--- src/rtl/fpu_dispatch.sv ---
// ============================================================================
// Module   : fpu_dispatch
// Brief    : Single-outstanding initiator for the FPU order/accepted/done
//            handshake; a watchdog turns a hung unit into an error completion.
// Revision : 1.0 - initial release
// ============================================================================
`default_nettype none

module fpu_dispatch #(
  parameter int NUNITS = 5,
  parameter int OPW    = 3,
  parameter int TAGW   = 5,
  parameter int TOW    = 8
) (
  input  logic                 clk,
  input  logic                 rstn,
  input  logic                 in_valid_i,
  output logic                 in_ready_o,
  input  logic [OPW-1:0]       in_op_i,
  input  logic [31:0]          in_rs1_i,
  input  logic [31:0]          in_rs2_i,
  input  logic [TAGW-1:0]      in_tag_i,
  output logic [NUNITS-1:0]    unit_order_o,
  input  logic [NUNITS-1:0]    unit_accepted_i,
  input  logic [NUNITS-1:0]    unit_done_i,
  input  logic [32*NUNITS-1:0] unit_rd_i,
  output logic [31:0]          unit_rs1_o,
  output logic [31:0]          unit_rs2_o,
  output logic                 out_valid_o,
  input  logic                 out_ready_i,
  output logic [31:0]          out_rd_o,
  output logic [TAGW-1:0]      out_tag_o,
  output logic                 out_err_o
);

  localparam logic [1:0]     c_idle   = 2'd0;
  localparam logic [1:0]     c_issue  = 2'd1;
  localparam logic [1:0]     c_wait   = 2'd2;
  localparam logic [1:0]     c_resp   = 2'd3;
  localparam logic [TOW-1:0] c_wd_max = '1;

  logic [1:0]        state_q, state_d;
  logic              ready_q, ready_d;
  logic [NUNITS-1:0] sel_q, sel_d;
  logic [NUNITS-1:0] order_q, order_d;
  logic [31:0]       rs1_q, rs1_d;
  logic [31:0]       rs2_q, rs2_d;
  logic [TAGW-1:0]   tag_q, tag_d;
  logic [31:0]       rd_q, rd_d;
  logic              err_q, err_d;
  logic [TOW-1:0]    wd_q, wd_d;

  logic [NUNITS-1:0] op_hot_w;
  logic [31:0]       sel_rd_w;
  logic              acc_w;
  logic              done_w;

  // An out-of-range op decodes to all zeros, which is what flags it illegal.
  always_comb begin
    op_hot_w = '0;
    for (int i = 0; i < NUNITS; i++) begin
      op_hot_w[i] = (in_op_i == OPW'(i));
    end
  end

  always_comb begin
    sel_rd_w = '0;
    for (int i = 0; i < NUNITS; i++) begin
      if (sel_q[i]) sel_rd_w = unit_rd_i[32*i +: 32];
    end
  end

  assign acc_w  = |(unit_accepted_i & sel_q);
  assign done_w = |(unit_done_i & sel_q);

  always_comb begin
    state_d = state_q;
    sel_d   = sel_q;
    order_d = order_q;
    rs1_d   = rs1_q;
    rs2_d   = rs2_q;
    tag_d   = tag_q;
    rd_d    = rd_q;
    err_d   = err_q;
    wd_d    = wd_q;
    case (state_q)
      c_idle: begin
        if (in_valid_i && ready_q) begin
          sel_d = op_hot_w;
          rs1_d = in_rs1_i;
          rs2_d = in_rs2_i;
          tag_d = in_tag_i;
          wd_d  = '0;
          if (|op_hot_w) begin
            order_d = op_hot_w;
            state_d = c_issue;
          end else begin
            rd_d    = '0;
            err_d   = 1'b1;
            state_d = c_resp;
          end
        end
      end
      c_issue: begin
        if (acc_w) begin
          order_d = '0;
          wd_d    = '0;
          if (done_w) begin
            rd_d    = sel_rd_w;
            err_d   = 1'b0;
            state_d = c_resp;
          end else begin
            state_d = c_wait;
          end
        end else if (wd_q == c_wd_max) begin
          order_d = '0;
          rd_d    = '1;
          err_d   = 1'b1;
          state_d = c_resp;
        end else begin
          wd_d = wd_q + 1'b1;
        end
      end
      c_wait: begin
        if (done_w) begin
          rd_d    = sel_rd_w;
          err_d   = 1'b0;
          state_d = c_resp;
        end else if (wd_q == c_wd_max) begin
          rd_d    = '1;
          err_d   = 1'b1;
          state_d = c_resp;
        end else begin
          wd_d = wd_q + 1'b1;
        end
      end
      default: begin
        if (out_ready_i) state_d = c_idle;
      end
    endcase
    ready_d = (state_d == c_idle);
  end

  always_ff @(posedge clk) begin
    if (!rstn) begin
      state_q <= c_idle;
      ready_q <= 1'b0;
      sel_q   <= '0;
      order_q <= '0;
      rs1_q   <= '0;
      rs2_q   <= '0;
      tag_q   <= '0;
      rd_q    <= '0;
      err_q   <= 1'b0;
      wd_q    <= '0;
    end else begin
      state_q <= state_d;
      ready_q <= ready_d;
      sel_q   <= sel_d;
      order_q <= order_d;
      rs1_q   <= rs1_d;
      rs2_q   <= rs2_d;
      tag_q   <= tag_d;
      rd_q    <= rd_d;
      err_q   <= err_d;
      wd_q    <= wd_d;
    end
  end

  assign in_ready_o   = ready_q;
  assign unit_order_o = order_q;
  assign unit_rs1_o   = rs1_q;
  assign unit_rs2_o   = rs2_q;
  assign out_valid_o  = (state_q == c_resp);
  assign out_rd_o     = rd_q;
  assign out_tag_o    = tag_q;
  assign out_err_o    = err_q;

endmodule

`default_nettype wire

--- config.mk ---
export PLATFORM = sky130hd
export DESIGN_NAME = fpu_dispatch
export DESIGN_NICKNAME = d
export VERILOG_FILES = /design/src/rtl/fpu_dispatch.sv
export SDC_FILE = /design/constraint.sdc
export NUM_CORES = 1
export LEC_CHECK = 0
export CORE_MARGIN = 1.5
export CORE_UTILIZATION = 37
export CTS_BUF_LIST = sky130_fd_sc_hd__clkbuf_8
export CTS_CLUSTER_DIAMETER = 50
export DETAILED_ROUTE_END_ITERATION = 8
export PLACE_DENSITY = 0.9
export SLEW_MARGIN = 10
export SYNTH_ARGS = -nofsm -noshare
export SYNTH_HDL_FRONTEND = slang
export SYNTH_SLANG_ARGS = --single-unit
--- constraint.sdc ---
create_clock -name clk -period 2.1 [get_ports clk]
set_input_delay 0.21 -clock clk [delete_from_list [all_inputs] [get_ports clk]]
set_output_delay 0.21 -clock clk [all_outputs]
set_load 0.05 [all_outputs]
==> results.tsv, run 1 <==
metric	value	unit
Avg WL per Cell	18.2	microns
Via density	5.48	
wl on met1	9.86	mm
1st-iter DRT viols	391	
Reg2Reg Depth	6	
Initial Util	0.383	
Mapped Avg Cell Area	7.50	sq um
Crit Path Max Fanout	4	
Mapped Nets	1144	
Synth cell types	48	
Final Skew	0.0137	ns
CP peak stage delay	0.42	ns
GRT Residual Overflow	0	
die area	18900	sq um
share of post-route cells with drive strength above 1	0.0846	
sequential area share after synthesis	0.368	
Setup crit start kind	register	
FF-to-FF End	wd_q[5]$_SDFFE_PN0P_	
routed wl met2	13.2	mm
RSZ-0062 raised after global routing	no	
Tmin final	1.98	ns
Clock Tree Buf Depth	2	
slowest library cell on the worst path	or4_4	
Fmax	505	MHz
ys flop type	dfxtp_1	
CP Capture Type	register	
Met3 Routed Length	2.61	mm
drt total wl	26.9	mm
CTS Root Cell	clkbuf_8	
Area Growth Syn to Fin	66.8	%
EDFF count, synth	0	
count leader, synth	nand2_1	
post-synthesis mux area share	0.00916	
Detail Route Antenna Nets	0	
CP Data Arrival Time	2.37	ns
total power	0.00853	W
largest family of logic cells by synthesized area	compound AO/OA/AOI/OAI gates	
Max Cap Viol	0	
H-tree lvl count	4	
clock slew seen by the registers of the worst setup and hold paths	0.09	ns
worst hold slack	0.299	ns
initial antenna violation count	8	
post-synth top area share	0.368	
Synth Instances	892	
Top Family by Delay on Critical Path	simple AND/OR/NAND/NOR gates	
placer congestion estimate	0.891	
core box area	17500	sq um
first-pass GRT wire length	39.5	mm
Core Rows	48	
leakage dissipation	4.03	nW
Post-synth ARST share	0	
worst-path cell chain	a222oi_1 > buf_4 > a21boi_4 > or3_4 > or4_4 > a21oi_2	
# IOs	355	
hold depth	3	
Fin. Hold Viols	0	
outcome	completed	
IO buf count	354	
top routing layer used	met4	
largest net degree at the start of global routing	77	
adder-cell share of the synthesized area	0.0112	
vias in the first global route	7844	
Die Span Y	137	microns
Compound-Gate Fraction of Synth Area	0.325	
worst min path class	input port to register	
crit path buf inv count	1	
Yosys reg bits	123	
# setup viols final	0	
Crit Path Category	register to register	
# hold bufs at CTS	0	
overall global routing resource usage	0.272	
RR Startpoint	sel_q[0]$_SDFFE_PN0P_	
Synth Area in XOR/XNOR	0.00524	
fin crit share	0.944	
Via Count	8083	
CTS tree	yes	
WHS Endpoint	unit_rs1_o[7]$_SDFFE_PN0P_	
maximum vdd drop	647	uV
CP required	2.49	ns
post-synth top area cell	dfxtp_1	
CTS Sinks	123	
Worst Max-Slew Pin Slew	0.614	ns
# nets final	1480	
Syn Std Cell Area	6690	sq um
Die W	137	microns
Slew HR	0.591	
later-pin clock latency in the skew report	0.44	ns
HPWL after DPL	20.0	mm
TritonCTS buffer count	17	
internal reg-to-reg setup slack	0.12	ns
final slew viol count	0	
Hold Crit Start	in_rs1_i[7]	
DRT Pass-1 Iters	5	
most frequent cells after synthesis	nand2_1 (180), a21oi_1 (142), dfxtp_1 (123), clkbuf_1 (76), a21o_1 (66)	
Pwr Density	764	nW/um^2
drt drc	0	
Synth area leaders	dfxtp_1 (37%), a21oi_1 (11%), nand2_1 (10%)	
Synth Area in Simple Gates	0.210	
yosys warns	0	
[through the flow]
stage | instances | utilization | setup TNS, ns | instance area [sq um] | worst slack, ns
floorplan | 892 | - | 0 | 6690 | 0.00275
finish | 1474 | 0.639 | 0 | 11200 | 0.119
global route | 1474 | 0.639 | 0 | 11200 | 0.00160
detailed placement | 1434 | 0.613 | -0.942 | 10700 | -0.136
global placement | 1434 | 0.613 | -0.582 | 10700 | -0.122
CTS | 1466 | 0.636 | 0 | 11100 | 0.0666
[what timing repair did]
| action | 4_1_cts | 5_1_grt |
|---|---|---|
| pin swaps | 0 | 2 |
| setup endpoints to repair | 2 | 32 |
| resized for setup | 2 | 9 |
| setup buffers | 0 | 0 |
[cells by family (layout without fill, tap and decap cells)]
group / count (synthesis) / in the layout
other: 0 / 8
xor gates and xnor gates: 4 / 4
buffers and inverters: 125 / 474
and+or+nand+nor: 295 / 295
adders and majority gates: 6 / 6
DFF: 123 / 123
muxes: 6 / 6
AOI/OAI and AO/OA: 333 / 333
[area by class of cell]
| type | count | area (sq um) |
|---|---|---|
| inverter | 38 | 144 |
| antenna | 8 | 20.0 |
| multi-input combinational | 644 | 3810 |
| fill | 1432 | 6310 |
| clock buffer | 17 | 234 |
| clock inverter | 15 | 154 |
| tap | 225 | 282 |
| timing repair buffer | 404 | 4050 |
| sequential | 123 | 2470 |
[worst min-delay path: cells and delay by family]
kind,cells,cell delay [ns]
simple gates,1,0.05
buf+inv,1,0.39
compound gates,1,0.05
[worst max path at each step]
stage / slack, ns / cells after the start / end / start
6_report: 0.12 / 6 / wd_q[5]$_SDFFE_PN0P_ / sel_q[0]$_SDFFE_PN0P_
5_1_grt: 0.002 / 7 / wd_q[6]$_SDFFE_PN0P_ / sel_q[0]$_SDFFE_PN0P_
4_1_cts: 0.07 / 8 / out_rd_o[29]$_SDFFE_PN0P_ / state_q[0]$_SDFF_PN0_
3_5_place_dp: -0.14 / 8 / unit_order_o[0]$_SDFFE_PN0P_ / unit_accepted_i[1]
3_3_place_gp: -0.12 / 8 / unit_order_o[2]$_SDFFE_PN0P_ / unit_accepted_i[1]
2_1_floorplan: 0.003 / 9 / unit_order_o[0]$_SDFFE_PN0P_ / state_q[0]$_SDFF_PN0_
[layout by cell type, fill, tap and decap left out, types with 4 or more instances in the layout]
master / Yosys / layout
clkdlybuf4s50_1: 0 / 353
nand2_1: 180 / 180
a21oi_1: 142 / 140
dfxtp_1: 123 / 118
a21o_1: 66 / 66
buf_4: 0 / 40
inv_1: 38 / 36
nand2b_1: 34 / 34
o22ai_1: 33 / 33
nand3b_1: 33 / 33
o221ai_1: 33 / 33
a221oi_1: 32 / 32
clkbuf_8: 0 / 17
nor2_1: 17 / 16
buf_12: 0 / 10
diode_2: 0 / 8
o21ai_0: 7 / 7
inv_6: 0 / 6
nand3_1: 6 / 5
mux2i_1: 5 / 5
and3_1: 5 / 4
ha_1: 6 / 4
dfxtp_2: 0 / 4
[state kept, by name, summed over array words and instances (netlist names)]
signal,cells
out_rd_o,32
unit_rs1_o,32
unit_rs2_o,32
wd_q,8
out_tag_o,5
sel_q,5
unit_order_o,5
state_q,2
in_ready_o,1
out_err_o,1
[power by group]
group	internal, W	leakage, nW	switching, W	total [W]
clock	0.000981	0.194	0.00113	0.00211
combinational	0.00148	2.84	0.00221	0.00370
sequential	0.00257	0.999	0.000153	0.00273
[routing by layer]
layer | track usage | vias to the layer above
li1 | - | 3871
met1 | 0.284 | 3768
met2 | 0.470 | 371
met3 | 0.0927 | 73
met4 | 0.170 | 0
met5 | 0 | -
Note: power is estimated with default switching activity, not from simulation.
==> run 2: changes to the inputs <==
- GPL_TIMING_DRIVEN: not set -> 0
==> run 2 against run 1 <==
Compared with the run above: register-to-register slack got worse by 0.10 ns; first-iteration DRC count rose by 44%; clock-buffer cell count is 1 higher; cell area rose by 1.4%; non-clock buffer count rose by 42; critical path type unchanged; critical endpoint unchanged; largest cell class unchanged; highest routed layer unchanged.
==> results.tsv, run 2 (synthesis results as in run 1) <==
metric	value	unit
Finished Core Util	0.648	
commonest cells after routing, fill and taps aside	clkdlybuf4s50_1 (352), nand2_1 (179), a21oi_1 (140)	
net load switching power	0.00354	W
CP required	2.48	ns
core box area	17500	sq um
# IOs	355	
CTS Root Cell	clkbuf_8	
CP Capture Type	register	
Area Growth Syn to Fin	69.2	%
# hold bufs at CTS	0	
Fin. Hold Viols	0	
Fmax	480	MHz
vias in the first global route	8249	
Slew HR	0.526	
Non-Filler Instances	1515	
first-pass GRT wire length	44.4	mm
Comb power frac	0.449	
CTS tree	yes	
drt drc	0	
commonest non-fill, non-tap cell in the layout	clkdlybuf4s50_1	
Final WS setup	0.0164	ns
# setup viols final	0	
final slew viol count	0	
Pwr Density	757	nW/um^2
sw frac	0.413	
Top Family by Delay on Critical Path	simple AND/OR/NAND/NOR gates	
slowest library cell on the worst path	or4_4	
overall global routing resource usage	0.309	
HPWL after DPL	22.9	mm
RR Startpoint	sel_q[0]$_SDFFE_PN0P_	
Avg WL per Cell	19.9	microns
Critical Path Source	sel_q[0]$_SDFFE_PN0P_	
drt total wl	30.2	mm
worst-path cell chain	a222oi_1 > buf_4 > a21boi_4 > or3_4 > or4_4 > a21oi_2	
Crit Path Category	register to register	
Flop pwr share	0.320	
Clock Tree Buf Depth	2	
TritonCTS buffer count	17	
cell depth of the worst setup path	6	
Worst Max-Slew Pin Slew	0.710	ns
later-pin clock latency in the skew report	0.44	ns
Reg2Reg Depth	6	
outcome	completed	
Initial Util	0.383	
Detail Route Antenna Nets	0	
pre-CTS setup slack	-0.718	ns
placer congestion estimate	0.986	
Core Rows	48	
Max Cap Viol	0	
GRT Residual Overflow	0	
FF-to-FF End	wd_q[5]$_SDFFE_PN0P_	
1st-iter DRT viols	563	
leakage dissipation	4.04	nW
largest net degree at the start of global routing	17	
CP Data Arrival Time	2.46	ns
fin crit share	0.992	
clock slew seen by the registers of the worst setup and hold paths	0.07	ns
worst min path class	input port to register	
H-tree lvl count	4	
die area	18900	sq um
IO buf count	353	
CP Capture Point	wd_q[5]$_SDFFE_PN0P_	
crit path buf inv count	1	
CTS Sinks	123	
Die W	137	microns
maximum vdd drop	649	uV
CP peak stage delay	0.43	ns
Setup crit start kind	register	
internal reg-to-reg setup slack	0.02	ns
Via density	5.66	
share of post-route cells with drive strength above 1	0.0998	
DRT Pass-1 Iters	5	
Via Count	8568	
Tmin final	2.08	ns
Clock power frac	0.232	
# nets final	1522	
RSZ-0062 raised after global routing	yes	
# placed instances	1470	
initial antenna violation count	7	
Final Skew	0.00861	ns
Crit Path Max Fanout	8	
worst hold slack	0.214	ns
Die Span Y	137	microns
P_int	0.00503	W
total power	0.00857	W
## run 2: changes by cell type in the layout (fill, tap and decap cells not counted), sizes merged
| cell | change |
|---|---|
| buf | -23 |
| clkbuf | +66 |
| clkdlybuf4s50 | -1 |
| clkinvlp | +4 |
| diode | -1 |
| dlygate4sd2 | +1 |
| inv | -5 |
## run 2: cell type report
class | count | area [sq um]
diodes | 7 | 17.5
plain buffers | 82 | 419
clock buffers | 18 | 248
clock inverters | 14 | 124
fillers | 1418 | 6160
inverters | 38 | 143
multi-input cells | 644 | 4000
flip-flops and latches | 123 | 2470
well taps | 225 | 282
repair buffers | 364 | 3610
## run 2: stage by stage
step / cell area, sq um / setup TNS, ns
2_1_floorplan: 6690 / 0
3_3_place_gp: 10500 / -46.28
3_5_place_dp: 10500 / -54.83
4_1_cts: 11000 / 0
5_1_grt: 11300 / -1.72
6_report: 11300 / 0
## run 2: per-layer routing
metal,vias up,share of wire,wire (microns),global-route usage
li1,3951,-,-,-
met1,4017,0.35,10600,0.333
met2,502,0.49,14700,0.536
met3,98,0.11,3260,0.0979
met4,0,0.053,1600,0.167
met5,-,0,0,0
## run 2: how the worst min path moves through the flow
stage	cells after the start	end	start	slack, ns
after floorplan	1	state_q[1]$_SDFF_PN0_	rstn	0.33
after detailed placement	2	unit_rs1_o[31]$_SDFFE_PN0P_	unit_rs1_o[31]$_SDFFE_PN0P_	0.45
after global placement	2	unit_rs1_o[24]$_SDFFE_PN0P_	unit_rs1_o[24]$_SDFFE_PN0P_	0.44
final	3	sel_q[4]$_SDFFE_PN0P_	in_op_i[2]	0.21
after global routing	3	sel_q[4]$_SDFFE_PN0P_	in_op_i[2]	0.24
after CTS	3	sel_q[4]$_SDFFE_PN0P_	in_op_i[2]	0.20
## run 2: what timing repair did
| item | in CTS | in global routing |
|---|---|---|
| resized for setup | 50 | 97 |
| endpoints found under the setup margin | 121 | 89 |
| endpoints found under the hold margin | 0 | 0 |
| gates cloned | 0 | 1 |
| setup buffers | 4 | 6 |
| pin swaps | 5 | 8 |
## run 2: worst reg2reg max path, cell delays in order, from the launching register on
cell      delay (ns)
dfxtp_4         0.39
a222oi_1        0.37
buf_4           0.23
a21boi_4        0.08
or3_4           0.41
or4_4           0.43
a21oi_2         0.12
## run 2: power groups by stage
stage	logic [W]	registers [W]	clock network (W)
2_1_floorplan	0.00136	0.00349	0
3_3_place_gp	0.00345	0.00276	0
3_5_place_dp	0.00350	0.00277	0
4_1_cts	0.00361	0.00272	0.00201
5_1_grt	0.00408	0.00277	0.00213
6_report	0.00384	0.00274	0.00198
